`src/rtl/psram_mem_arbiter.sv`:
```
// Round-robin arbiter sharing one PSRAM controller native-bus port among NUM_REQ masters.
// Latency: req_valid_i -> mem_valid_o 1 cycle; mem_ready_i -> req_ready_o 1 cycle.
// Backpressure: one transfer in flight; other masters hold req_valid_i until their ready pulse.
//
// Ports:
//   clk_i, rst_i                    clock, synchronous active-high reset
//   req_valid_i/addr/wdata/wstrb    packed per-master requests (master k in slice k)
//   req_ready_o, req_rdata_o        one-cycle completion pulse and registered read data
//   mem_valid_o/addr/wdata/wstrb    registered request toward the PSRAM controller
//   mem_ready_i, mem_rdata_i        controller completion strobe and read data
//   grant_o                         one-hot current owner, zero while idle
//   timeout_o                       one-cycle pulse when the watchdog aborts a transfer
module psram_mem_arbiter #(
  parameter int NUM_REQ     = 2,
  parameter int ADDR_WIDTH  = 24,
  parameter int DATA_WIDTH  = 32,
  parameter int TIMEOUT_CYC = 1024
) (
  input  logic                            clk_i,
  input  logic                            rst_i,
  input  logic [NUM_REQ-1:0]              req_valid_i,
  input  logic [NUM_REQ*ADDR_WIDTH-1:0]   req_addr_i,
  input  logic [NUM_REQ*DATA_WIDTH-1:0]   req_wdata_i,
  input  logic [NUM_REQ*DATA_WIDTH/8-1:0] req_wstrb_i,
  output logic [NUM_REQ-1:0]              req_ready_o,
  output logic [DATA_WIDTH-1:0]           req_rdata_o,
  output logic                            mem_valid_o,
  output logic [ADDR_WIDTH-1:0]           mem_addr_o,
  output logic [DATA_WIDTH-1:0]           mem_wdata_o,
  output logic [DATA_WIDTH/8-1:0]         mem_wstrb_o,
  input  logic                            mem_ready_i,
  input  logic [DATA_WIDTH-1:0]           mem_rdata_i,
  output logic [NUM_REQ-1:0]              grant_o,
  output logic                            timeout_o
);

  localparam int STRB_WIDTH = DATA_WIDTH / 8;
  localparam int PW         = (NUM_REQ > 1) ? $clog2(NUM_REQ) : 1;
  localparam int CW         = (TIMEOUT_CYC > 1) ? $clog2(TIMEOUT_CYC) : 1;
  localparam logic [CW-1:0] CNT_LAST = (TIMEOUT_CYC > 0) ? CW'(TIMEOUT_CYC - 1) : '0;
  localparam logic [PW-1:0] PTR_RST  = PW'(NUM_REQ - 1);

  typedef enum logic [1:0] {IDLE, BUSY, DONE} state_t;

  state_t          state_q;
  logic [PW-1:0]   last_q;
  logic [CW-1:0]   wd_cnt_q;
  logic            pick_vld;
  logic [PW-1:0]   pick_idx;
  logic            wd_fire;

  // Scan upward starting just after the last winner; the first hit wins,
  // so the most recent owner is always considered last.
  always_comb begin
    pick_vld = 1'b0;
    pick_idx = '0;
    for (int k = 1; k <= NUM_REQ; k++) begin
      if (!pick_vld && req_valid_i[(int'(last_q) + k) % NUM_REQ]) begin
        pick_vld = 1'b1;
        pick_idx = PW'((int'(last_q) + k) % NUM_REQ);
      end
    end
  end

  // A zero TIMEOUT_CYC disables the watchdog entirely.
  assign wd_fire = (TIMEOUT_CYC != 0) && (wd_cnt_q == CNT_LAST);

  always_ff @(posedge clk_i) begin
    if (rst_i) begin
      state_q     <= IDLE;
      last_q      <= PTR_RST;
      wd_cnt_q    <= '0;
      req_ready_o <= '0;
      req_rdata_o <= '0;
      mem_valid_o <= 1'b0;
      mem_addr_o  <= '0;
      mem_wdata_o <= '0;
      mem_wstrb_o <= '0;
      grant_o     <= '0;
      timeout_o   <= 1'b0;
    end else begin
      case (state_q)
        IDLE: begin
          if (pick_vld) begin
            mem_addr_o  <= req_addr_i[int'(pick_idx)*ADDR_WIDTH +: ADDR_WIDTH];
            mem_wdata_o <= req_wdata_i[int'(pick_idx)*DATA_WIDTH +: DATA_WIDTH];
            mem_wstrb_o <= req_wstrb_i[int'(pick_idx)*STRB_WIDTH +: STRB_WIDTH];
            mem_valid_o <= 1'b1;
            grant_o     <= NUM_REQ'(1) << pick_idx;
            last_q      <= pick_idx;
            state_q     <= BUSY;
          end
        end
        BUSY: begin
          wd_cnt_q <= wd_cnt_q + 1'b1;
          // Controller completion takes precedence over a same-cycle watchdog expiry.
          if (mem_ready_i) begin
            req_rdata_o <= mem_rdata_i;
            req_ready_o <= grant_o;
            mem_valid_o <= 1'b0;
            state_q     <= DONE;
          end else if (wd_fire) begin
            req_rdata_o <= '1;
            req_ready_o <= grant_o;
            timeout_o   <= 1'b1;
            mem_valid_o <= 1'b0;
            state_q     <= DONE;
          end
        end
        DONE: begin
          // Extra cycle lets the finished master drop valid before IDLE samples again.
          req_ready_o <= '0;
          timeout_o   <= 1'b0;
          grant_o     <= '0;
          wd_cnt_q    <= '0;
          state_q     <= IDLE;
        end
        default: state_q <= IDLE;
      endcase
    end
  end

endmodule

```
`config.mk`:
```
export PLATFORM = sky130hd
export DESIGN_NAME = psram_mem_arbiter
export DESIGN_NICKNAME = d
export VERILOG_FILES = /design/src/rtl/psram_mem_arbiter.sv
export SDC_FILE = /design/constraint.sdc
export NUM_CORES = 1
export LEC_CHECK = 0
export ABC_AREA = 1
export BUFFER_PORTS_ARGS = -buffer_cell sky130_fd_sc_hd__buf_2
export CAP_MARGIN = 20
export CORE_MARGIN = 2
export CORE_UTILIZATION = 40
export CTS_CLUSTER_DIAMETER = 200
export CTS_CLUSTER_SIZE = 20
export DETAILED_ROUTE_END_ITERATION = 10
export GPL_TIMING_DRIVEN = 0
export HOLD_SLACK_MARGIN = 0.1
export PLACE_DENSITY = 0.76
export SYNTH_ARGS = -nofsm -noshare
export SYNTH_HDL_FRONTEND = slang
export SYNTH_SLANG_ARGS = --single-unit
```
`constraint.sdc`:
```
create_clock -name clk_i -period 1.5 [get_ports clk_i]
set_input_delay 0.3 -clock clk_i [delete_from_list [all_inputs] [get_ports clk_i]]
set_output_delay 0.3 -clock clk_i [all_outputs]
set_load 0.02 [all_outputs]
```
Yosys cells after proc, flatten, opt, wreduce, memory -nomap -nowiden. Cells that the tools add are included.

Logic and storage cells: 73. Output and inout bits: 98. Bits in registers: 111. Input bits: 157.

Bitwise gates (word level): 2. Eq/ne operators: 7. $add $sub $neg: 3. Shifts and indexed selects: 4. Reductions and logical operators: 14. $lt $le $gt $ge: 2. $mul: 1. Mux-type cells: 29.

Operators with widths (number): $mux W32 (2); $shiftx A64 B7 Y32 (1); $shiftx A48 B7 Y24 (1); $pmux W10 S2 (1); $mux W1 (15); $mux W2 (6); $pmux W2 S2 (3); $add A10 B1 Y10 const B (1); $eq A10 B10 Y1 const B (1); $reduce_and A2 Y1 (5); $reduce_bool A2 Y1 (4); $shiftx A8 B4 Y4 (1); $lt A2 B3 Y1 const B (2); $ne A2 B2 Y1 const B (3); $reduce_and A3 Y1 (2); $pmux W1 S2 (2); $mul A1 B2 Y3 const B (1); $ne A3 B3 Y1 const B (1); $add A1 B1 Y1 const B (2); $and A1 B1 Y1 const A (2); $eq A2 B1 Y1 const B (1); $eq A2 B2 Y1 const B (1); $logic_not A2 Y1 (1); $shl A1 B1 Y2 const A (1); 2 further kinds (2).

Depth between registers and ports, before layout. Gate-level depths: netlist (run 1).

Depth after elaboration: 12. Mapped depth: 9. Mapped depth without buffers: 9.

Worst setup path before layout (run 1). Ideal clock, no wire load.

Kind: register -> register. Start point: register state_q[0]. End point: register wd_cnt_q[9]. Path buffers: 0. Arrival time: 1424 ps. Period minus slack after synthesis: 1539 ps. Slack: -39 ps. Cell stages (with the launch flop): 10. Required time: 1385 ps. Setup time: 115 ps. Path through: dfxtp_1 > inv_1 > ha_1 > nand2_1 > nor2_1 > nand2_1 > nor2_1 > nand4_1 > nand2_1 > nor2_1.

Cells in the longest elaborated chain, start to end: 2. Elaborated cells on any way between the ends: 4. Classes of those cells: eq/ne (2); mux (1); reduce/logical (1).

RTL lines: start, declared (RTL line 45) `state_t state_q;`; start signal, assigned (RTL line 70) `state_q <= IDLE;`; start signal, assigned (RTL line 91) `state_q <= BUSY;`; start signal, assigned (RTL line 101) `state_q <= DONE;`; $eq A2 B2 Y1 / $eq A2 B1 Y1 (equally long branches) (RTL line 82) `case (state_q)`; $pmux W10 S2 / $reduce_bool A2 Y1 (equally long branches); end signal, assigned (RTL line 95) `wd_cnt_q <= wd_cnt_q + 1'b1;`; end, declared (RTL line 47) `logic [CW-1:0] wd_cnt_q;`.

Several ways; a longest one is shown, not always the timed one. A chain may end at the register's enable or synchronous reset.

Worst setup path in the final report (run 1).
Start point: register state_q[1]. End point: register wd_cnt_q[8].

The elaborated chain is that of the path after synthesis.

==> results of run 1 <==
==> worst paths after layout <==
check        cells past startpoint                      endpoint                         start  slack (ns)
max                              5      wd_cnt_q[8]$_SDFFE_PP0P_       state_q[1]$_SDFFE_PP0P_        0.03
min                              3  mem_wdata_o[14]$_SDFFE_PP0P_               req_wdata_i[14]        0.21
max reg2reg                      5      wd_cnt_q[8]$_SDFFE_PP0P_       state_q[1]$_SDFFE_PP0P_        0.03
min reg2reg                      2  req_rdata_o[11]$_SDFFE_PP0P_  req_rdata_o[11]$_SDFFE_PP0P_        0.45
==> worst reg2reg max path: stages, from the launching register on <==
cell and delay, ns:
dfxtp_2 0.33, buf_4 0.13, ha_1 0.25, a21oi_2 0.34
inv_1 0.15, nor3_1 0.20
==> cell families after synthesis <==
kind of cell,count (synthesis),synth area share [%]
AO/OA/AOI/OAI,203,24.25
adder cells (fa/ha/maj),5,1.359
buffers and inverters,94,9.570
flip-flops,111,48.29
AND/OR/NAND/NOR,190,16.53
==> cell type report <==
type                    count  area (um2)  area share [%]
flip-flops and latches    111        2227           34.14
multi-input cells         398        2003           30.71
repair buffers            261        1324           20.29
clock buffers              12       256.5           3.932
plain buffers              41       255.2           3.913
inverters                  53       201.4           3.088
well taps                 143       178.9           2.743
clock inverters             4       77.57           1.189
==> power by group through the flow <==
stage	clock (mW)	sequential (mW)	combinational (mW)
after floorplan	0	3.97	0.876
after global placement	0	3.55	2.11
after detailed placement	0	3.56	2.12
after CTS	2.69	3.50	2.18
after global routing	2.83	3.54	2.43
final	2.64	3.50	2.21
==> state kept, by name, indices dropped and copies added (netlist names) <==
name	cells
state_q	2
mem_wstrb_o	4
grant_o	2
timeout_o	1
mem_wdata_o	32
req_ready_o	2
last_q	1
req_rdata_o	32
mem_addr_o	24
mem_valid_o	1
wd_cnt_q	10
==> through the flow <==
stage          area [um2]  util [%]  hold WS [ns]
6_report             6524     57.63        0.2128
5_1_grt              6524     57.63        0.2049
4_1_cts              6459     57.05        0.1980
3_5_place_dp         6055     53.48        0.4364
3_3_place_gp         6055     53.48        0.4329
2_1_floorplan        4604         -        0.4296
==> routing by layer <==
layer | vias to the layer above | GRT usage [%]
met5 | - | 0
met4 | 0 | 6.831
met3 | 19 | 5.413
met2 | 208 | 38.50
met1 | 2270 | 27.99
li1 | 2559 | -
==> what timing repair did <==
action,in CTS,in global routing
hold buffers,0,0
buffers inserted,6,1
pin swaps,5,3
resized for setup,12,30
setup endpoints to repair,99,94
==> cell usage in the layout (no fill, tap or decap), drive strengths merged <==
master,netlist,final
a21oi,46,46
a31oi,62,62
buf,20,282
bufinv,0,2
clkbuf,21,32
clkinv,0,2
dfxtp,111,111
ha,5,5
inv,53,53
nand2,158,158
nand3,6,6
nand4,1,1
nor2,18,18
nor3,4,4
nor3b,2,2
o21ai,94,94
o221ai,1,1
or2,1,1
==> results.txt, run 1 <==
Post-Route WL: 14170 um
Library cells used by synthesis: 26
Number of synthesized flops with an enable pin: 0
Slowest CP cell: a21oi_2
Sw power: 2.630 mW
#FFs+latches synth: 111
Area delta synth->final: 41.76%
PD cells: 1280 nW/um2
DRT met1 WL: 6132 um
Vias in the first global route: 4773
Post-DRT Antenna Nets: 0
Leakage: 3.169 nW
Period Utilization, post-route: 97.81%
Share of cells above drive strength 1: 38.64%
Final Critical Period: 1.467 ns
Root Driver: clkbuf_16
Clock skew: 0.006319 ns
Status: finished, final reports clean
RSZ-0062 raised after global routing: true
Biggest area consumer among synthesized cells: dfxtp_1
Register area share after synthesis: 48.29%
Final Hold Viols: 0
Die Area: 12380 um2
Pin count of the biggest net entering global routing: 18
Syn Area/Cell: 7.632 um2
CP Capture Type: flip-flop
Overall power: 8.348 mW
CP bufs+invs: 2
CP Class: reg2reg
Slowest stage delay, CP: 0.34 ns
Part of the power in registers: 42.0%
Via density: 4.942
Core area: 11320 um2
GR Overflow Total: 0
DRC viols: 0
Dpl cells: 1000
I/O Pins: 255
PortBufs: 254
Worst Path Max Fanout: 7
Final setup fails: 0
GP Congestion: 0.8217
HPWL Detailed: 10580 um
Clock power frac: 31.6%
Area share of the largest cell type after synthesis: 48.29%
Startpoint Class: flip-flop
Synthesized instance count: 603
DR WL met3: 1058 um
Routed vias: 5056
Clock slew at reported path FFs: 0.07 ns
DRT Pass-1 Iters: 5
Setup TNS: 0 ns
Switch share: 31.50%
TritonCTS clock tree: built
Required time worst endpoint: 1.76 ns
CTS HTree Levels: 3
Internal power: 5.718 mW
Aggregate global-route resource usage: 22.47%
Top area cells in the synthesized netlist: dfxtp_1 (48%), nand2_1 (13%), o21ai_0 (10%), a31oi_1 (8.4%), a21oi_1 (4.8%)
Net Count, Synth: 765
Combinational Power Share: 26.5%
Site Rows: 39
DR iter-0 viols: 266
Mapped Area: 4602 um2
Die Height: 111.3 um
Crit path max-delay family: compound AO/OA/AOI/OAI gates
MaxCap Viol Count: 0
Dpl ws: -0.2730 ns
CP cell instances: buf_4 > ha_1 > a21oi_2 > inv_1 > nor3_1
Horiz. Die Dim: 111.3 um
Highest Signal Layer: met4
Most common cell in the netlist: nand2_1
Initial antenna violation count: 0
Routed wire per std cell: 13.86 um
Fin cells: 1023
Max VDD drop: 677.0 uV
First-pass GRT wire length: 22950 um
Final setup margin: 0.03287 ns
WP data arrival: 1.73 ns
Slew of the pin with the lowest slew margin: 0.4555 ns
Synth warn: 0
Total clock sinks: 111
Max-slew violation count: 0
Antenna cells: 0
Predominant post-synthesis flop cell: dfxtp_1
Routed wl met2: 6784 um
Fmax: 681.6 MHz
Worst Hold Class: in2reg
Clk_lat worst skew: 0.34 ns
Layout net count: 1037
Max_slew headroom: 69.64%
Post-synth top cells: nand2_1 (154), dfxtp_1 (111), o21ai_0 (93)
Longest Clk Path Bufs: 2
Fill cells: 1139
Initial Util: 40.65%
Asr flop ratio synth: 0%
CTS buffer count: 9
Power figures use the tool's default switching activity.
==> run 2, diff against run 1 <==
--- a/config.mk
+++ b/config.mk
@@ -8,14 +8,16 @@
 export ABC_AREA = 1
 export BUFFER_PORTS_ARGS = -buffer_cell sky130_fd_sc_hd__buf_2
 export CAP_MARGIN = 20
+export CELL_PAD_IN_SITES_DETAIL_PLACEMENT = 1
+export CELL_PAD_IN_SITES_GLOBAL_PLACEMENT = 2
 export CORE_MARGIN = 2
-export CORE_UTILIZATION = 40
+export CORE_UTILIZATION = 23
 export CTS_CLUSTER_DIAMETER = 200
 export CTS_CLUSTER_SIZE = 20
 export DETAILED_ROUTE_END_ITERATION = 10
 export GPL_TIMING_DRIVEN = 0
 export HOLD_SLACK_MARGIN = 0.1
-export PLACE_DENSITY = 0.76
+export PLACE_DENSITY_LB_ADDON = 0.1
 export SYNTH_ARGS = -nofsm -noshare
 export SYNTH_HDL_FRONTEND = slang
 export SYNTH_SLANG_ARGS = --single-unit
==> constraint.sdc (replaced) <==
create_clock -name clk_i -period 1.35 [get_ports clk_i]
set_input_delay 0.27 -clock clk_i [delete_from_list [all_inputs] [get_ports clk_i]]
set_output_delay 0.27 -clock clk_i [all_outputs]
set_load 0.02 [all_outputs]
==> results.txt, run 2 (synthesis results as in run 1) <==
Status: complete, but fails checks
Failing checks: setup timing
Final Hold Viols: 0 (unchanged)
Required time worst endpoint: 1.60 ns (-0.16 ns)
I/O Pins: 255 (unchanged)
Fin cells: 1161 (+13%)
Pin count of the biggest net entering global routing: 18 (unchanged)
Routed wire per std cell: 15.97 um (+15%)
Hold buffers post-CTS: 0 (unchanged)
PortBufs: 254 (unchanged)
Final setup margin: -0.04646 ns (-0.07933 ns)
Period Utilization, post-route: 103.4% (+5.6 points)
GP Congestion: 0.7601 (-7.5%)
Worst Path Max Fanout: 4 (-3)
PD cells: 1325 nW/um2 (+3.6%)
DRC viols: 0 (unchanged)
Max VDD drop: 594.9 uV (-12%)
DR iter-0 viols: 141 (-47%)
Commonest non-fill, non-tap cell in the layout: buf_2
Max_slew headroom: 60.66% (-9.0 points)
Clk_lat worst skew: 0.35 ns (about the same)
Routed vias: 5241 (+3.7%)
Core area: 19530 um2 (+72%)
First-pass GRT wire length: 29190 um (+27%)
Horiz. Die Dim: 145.5 um (+31%)
Clock skew: 0.006218 ns (-0.0001010 ns)
Biggest regs: mem_wdata_o: 32 flops, req_rdata_o: 32 flops, mem_addr_o: 24 flops
Commonest cells after routing, fill and taps aside: buf_2 (259), nand2_1 (149), dfxtp_1 (107), a31oi_1 (59), o21ai_1 (50)
RSZ-0062 raised after global routing: true
Share of cells above drive strength 1: 44.96% (+6.3 points)
Initial antenna violation count: 5 (+5)
HPWL Detailed: 13870 um (+31%)
Final setup fails: 17 (+17)
Fmax: 716.1 MHz (+5.1%)
Aggregate global-route resource usage: 17.09% (-5.4 points)
WHS: 0.1730 ns (-0.03986 ns)
Worst Hold Class: in2reg
Slew of the pin with the lowest slew margin: 0.5901 ns (+0.1347 ns)
Post-DRT Antenna Nets: 0 (unchanged)
DRT Pass-1 Iters: 4 (-1)
Die Height: 145.5 um (+31%)
MaxCap Viol Count: 0 (unchanged)
Final Critical Period: 1.396 ns (-0.07067 ns)
Post-Route WL: 18540 um (+31%)
Site Rows: 51 (+31%)
Layout net count: 1049 (+1.2%)
Leakage: 3.329 nW (+5.1%)
CTS buffer count: 9 (unchanged)
Via density: 4.514 (-8.7%)
Max-slew violation count: 0 (unchanged)
Die Area: 21160 um2 (+71%)
CTS HTree Levels: 3 (unchanged)
Area delta synth->final: 56.61%
Fill cells: 2446 (+110%)
WP data arrival: 1.65 ns (-0.08 ns)
CP Class: reg2reg
Dpl cells: 1122 (+12%)
Clock slew at reported path FFs: 0.07 ns (about the same)
Total clock sinks: 111 (unchanged)
Vias in the first global route: 5431 (+14%)
GR Overflow Total: 0 (unchanged)
Area of the multi-input gates: 2256 um2 (+13%)
Longest Clk Path Bufs: 2 (unchanged)
Initial Util: 23.57% (-17 points)
TritonCTS clock tree: built
Root Driver: clkbuf_16
Area occupied by registers: 2232 um2 (+0.22%)
Startpoint Class: flip-flop
CP Capture Type: flip-flop
==> run 2: worst max-delay path, cell delays in order, from the launching register on <==
cell     delay [ns]
dfxtp_4        0.38
inv_4          0.05
ha_4           0.29
nand2_4        0.05
nor2_4         0.11
nand2_4        0.08
nor2_4         0.13
nand4_1        0.09
nand2_1        0.08
nor2_1         0.04
==> run 2: metrics by stage <==
step / cell area (um2) / setup WS, ns / util (%) / TNS [ns] / total power, mW
2_1_floorplan: 4632 / -0.008547 / - / -0.008547 / 5.411
3_5_place_dp: 6235 / -0.3454 / 31.93 / -19.72 / 6.439
6_report: 7207 / -0.04646 / 36.91 / -0.3053 / 9.550
3_3_place_gp: 6235 / -0.3148 / 31.93 / -15.09 / 6.385
5_1_grt: 7204 / -0.1373 / 36.90 / -6.656 / 10.14
4_1_cts: 6783 / -0.07270 / 34.74 / -1.032 / 9.354
==> run 2: what timing repair did <==
action,CTS,global route
setup endpoints to repair,104,108
pin swaps,9,3
cloned,0,6
hold endpoints to repair,0,0
gates resized for setup,60,129
setup buffers,9,4
==> run 2: area by class of cell <==
class / count / area share, %
Timing Repair Buffer: 272 / 20.59
Clock buffer: 12 / 3.559
Timing Repair inverter: 1 / 0.1563
Inverter: 53 / 2.865
Clock inverter: 4 / 0.3993
Multi-Input combinational cell: 398 / 31.30
Sequential cell: 111 / 30.97
Buffer: 41 / 5.417
Antenna cell: 4 / 0.1389
Tap cell: 265 / 4.601
==> run 2: path summary, 6_finish.rpt <==
path,from,slack [ns],cells after the start,to
min reg2reg,req_rdata_o[28]$_SDFFE_PP0P_,0.46,2,req_rdata_o[28]$_SDFFE_PP0P_
max reg2reg,state_q[1]$_SDFFE_PP0P_,-0.05,9,wd_cnt_q[9]$_SDFFE_PP0P_
min,req_wdata_i[31],0.17,3,mem_wdata_o[31]$_SDFFE_PP0P_
max,state_q[1]$_SDFFE_PP0P_,-0.05,9,wd_cnt_q[9]$_SDFFE_PP0P_
==> run 2: power by group <==
part | switching (mW) | leakage (nW) | internal (mW)
clock network | 1.27 | 0.135 | 1.36
logic | 1.78 | 2.28 | 1.23
registers | 0.222 | 0.917 | 3.69
==> run 2: layer usage <==
layer	share of wire (%)	vias up	wire [um]	GRT usage (%)
met5	0.038	-	7	0
li1	-	2601	-	-
met4	1.4	2	257	5.441
met3	6.5	18	1207	5.517
met1	44	2462	8106	21.17
met2	48	158	8959	28.25
==> run 3, diff against run 2 <==
--- a/config.mk
+++ b/config.mk
@@ -10,8 +10,8 @@
 export CAP_MARGIN = 20
 export CELL_PAD_IN_SITES_DETAIL_PLACEMENT = 1
 export CELL_PAD_IN_SITES_GLOBAL_PLACEMENT = 2
-export CORE_MARGIN = 2
 export CORE_UTILIZATION = 23
+export CTS_BUF_LIST = sky130_fd_sc_hd__clkbuf_16
 export CTS_CLUSTER_DIAMETER = 200
 export CTS_CLUSTER_SIZE = 20
 export DETAILED_ROUTE_END_ITERATION = 10
==> results.txt, run 3 (synthesis results as in run 1) <==
TritonCTS clock tree: built
Fin cells: 1165 (+0.34%)
Aggregate global-route resource usage: 17.55% (+0.46 points)
Initial antenna violation count: 5 (unchanged)
Internal power: 6.376 mW (+1.5%)
Fmax: 717.7 MHz (+0.22%)
HPWL Detailed: 13570 um (-2.2%)
Final Critical Period: 1.393 ns (-0.003029 ns)
Hold buffers post-CTS: 0 (unchanged)
Die Height: 143.5 um (-1.4%)
Area occupied by registers: 2233 um2 (about the same)
Area delta synth->final: 58.67%
Die Area: 20580 um2 (-2.7%)
Clock power frac: 28.6% (+1.0 points)
Area of the multi-input gates: 2336 um2 (+3.5%)
Clk_lat worst skew: 0.36 ns (about the same)
First-pass GRT wire length: 27740 um (-4.9%)
I/O Pins: 255 (unchanged)
Setup TNS: -0.1215 ns (+0.1838 ns)
Max-slew violation count: 0 (unchanged)
Final setup fails: 10 (-7)
Layout net count: 1054 (+0.48%)
Final Hold Viols: 0 (unchanged)
Share of cells above drive strength 1: 47.16% (+2.2 points)
GP Congestion: 0.7338 (-3.5%)
Final setup margin: -0.04343 ns (+0.003029 ns)
Required time worst endpoint: 1.61 ns (about the same)
Initial Util: 23.57% (unchanged)
Dpl ws: -0.3327 ns (+0.01266 ns)
Via density: 4.520 (+0.13%)
Combinational Power Share: 31.3% (-0.2 points)
Startpoint Class: flip-flop
Worst Path Max Fanout: 5 (+1)
Root Driver: clkbuf_16
CP Class: reg2reg
Core area: 19530 um2 (unchanged)
Vias in the first global route: 5328 (-1.9%)
Final core utilization: 37.40% (+0.49 points)
RSZ-0062 raised after global routing: true
WP data arrival: 1.65 ns (about the same)
CTS HTree Levels: 3 (unchanged)
Slew of the pin with the lowest slew margin: 0.4641 ns (-0.1260 ns)
DRT Pass-1 Iters: 5 (+1)
Routed vias: 5266 (+0.48%)
CP cell instances: inv_2 > ha_4 > nand2_4 > nor2_4 > nand2_4 > nor2_4 > nand4_1 > nand2_1 > nor2_1
Slowest CP cell: dfxtp_4
MaxCap Viol Count: 0 (unchanged)
Dpl cells: 1122 (unchanged)
Biggest regs: mem_wdata_o: 32 flops, req_rdata_o: 32 flops, mem_addr_o: 24 flops
PD cells: 1335 nW/um2 (+0.76%)
WHS: 0.1591 ns (-0.01385 ns)
Horiz. Die Dim: 143.5 um (-1.4%)
Post-DRT Antenna Nets: 0 (unchanged)
Switch share: 34.60% (+0.38 points)
Leakage: 3.353 nW (+0.72%)
Worst Hold Class: in2reg
DRC viols: 0 (unchanged)
Clock skew: 0.005198 ns (-0.001020 ns)
Status: complete, but fails checks
Longest Clk Path Bufs: 2 (unchanged)
PortBufs: 254 (unchanged)
Part of the power in registers: 40.0% (-0.9 points)
Post-Route WL: 18570 um (+0.17%)
Pin count of the biggest net entering global routing: 19 (+1)
Clock slew at reported path FFs: 0.08 ns (about the same)
DR iter-0 viols: 128 (-9.2%)
Total clock sinks: 111 (unchanged)
Site Rows: 51 (unchanged)
Commonest cells after routing, fill and taps aside: buf_2 (259), nand2_1 (148), dfxtp_1 (106), o21ai_1 (63), a31oi_1 (53)
CP Capture Type: flip-flop
Failing checks: setup timing
Period Utilization, post-route: 103.2% (-0.22 points)
Fill cells: 2435 (-0.45%)
CTS buffer count: 9 (unchanged)
Sw power: 3.373 mW (+3.2%)
Routed wire per std cell: 15.94 um (-0.18%)
GR Overflow Total: 0 (unchanged)
Max_slew headroom: 69.06% (+8.4 points)
Slowest stage delay, CP: 0.38 ns (about the same)
Commonest non-fill, non-tap cell in the layout: buf_2
Max VDD drop: 568.9 uV (-4.4%)
==> run 3: worst paths after layout <==
check                              startpoint                           to  slack (ns)  depth (start not counted)
setup / recovery      state_q[0]$_SDFFE_PP0P_     wd_cnt_q[9]$_SDFFE_PP0P_       -0.04                          9
hold / removal                 req_wstrb_i[3]  mem_wstrb_o[3]$_SDFFE_PP0P_        0.16                          3
setup reg to reg      state_q[0]$_SDFFE_PP0P_     wd_cnt_q[9]$_SDFFE_PP0P_       -0.04                          9
hold reg to reg   req_rdata_o[0]$_SDFFE_PP0P_  req_rdata_o[0]$_SDFFE_PP0P_        0.46                          2
==> run 3: power groups by stage <==
stage          combinational, mW  sequential [mW]  clock (mW)
6_report                    3.06             3.90        2.79
5_1_grt                     3.34             3.95        3.00
4_1_cts                     2.85             3.90        2.89
3_5_place_dp                2.47             3.96           0
3_3_place_gp                2.43             3.95           0
2_1_floorplan              0.993             4.42           0
==> run 3: critical path: cells and delay by family (launching register included) <==
family	cells	cell delay, ns
DFF	1	0.38
adders and majority gates	1	0.31
and+or+nand+nor	7	0.55
buffers and inverters	1	0.06
==> run 3: final cells by class <==
cell class / instances / share of cell area (%)
buffer: 41 / 5.226
inverter: 53 / 2.896
clock inverter: 7 / 0.9596
antenna: 3 / 0.1028
multi-input combinational: 398 / 31.99
timing repair inverter: 1 / 0.08568
timing repair buffer: 277 / 20.53
sequential: 111 / 30.59
clock buffer: 9 / 3.084
tap: 265 / 4.541
==> run 3: per-stage QoR <==
step	power, mW	cell area (um2)
after floorplan	5.411	4632
after global placement	6.372	6235
after detailed placement	6.435	6235
after CTS	9.631	6988
after global routing	10.30	7300
final	9.750	7302
==> run 3: layer usage <==
layer	GRT usage, %	up-vias	wire length, um
li1	-	2604	-
met1	20.57	2473	7747
met2	30.43	164	9176
met3	4.432	21	1296
met4	6.999	4	318
met5	0	-	28
==> run 3: what timing repair did <==
| item | 4_1_cts | 5_1_grt |
|---|---|---|
| cloned | 5 | 0 |
| pin swaps | 11 | 6 |
| setup buffers | 13 | 6 |
| setup endpoints to repair | 104 | 108 |
| gates resized for setup | 96 | 126 |
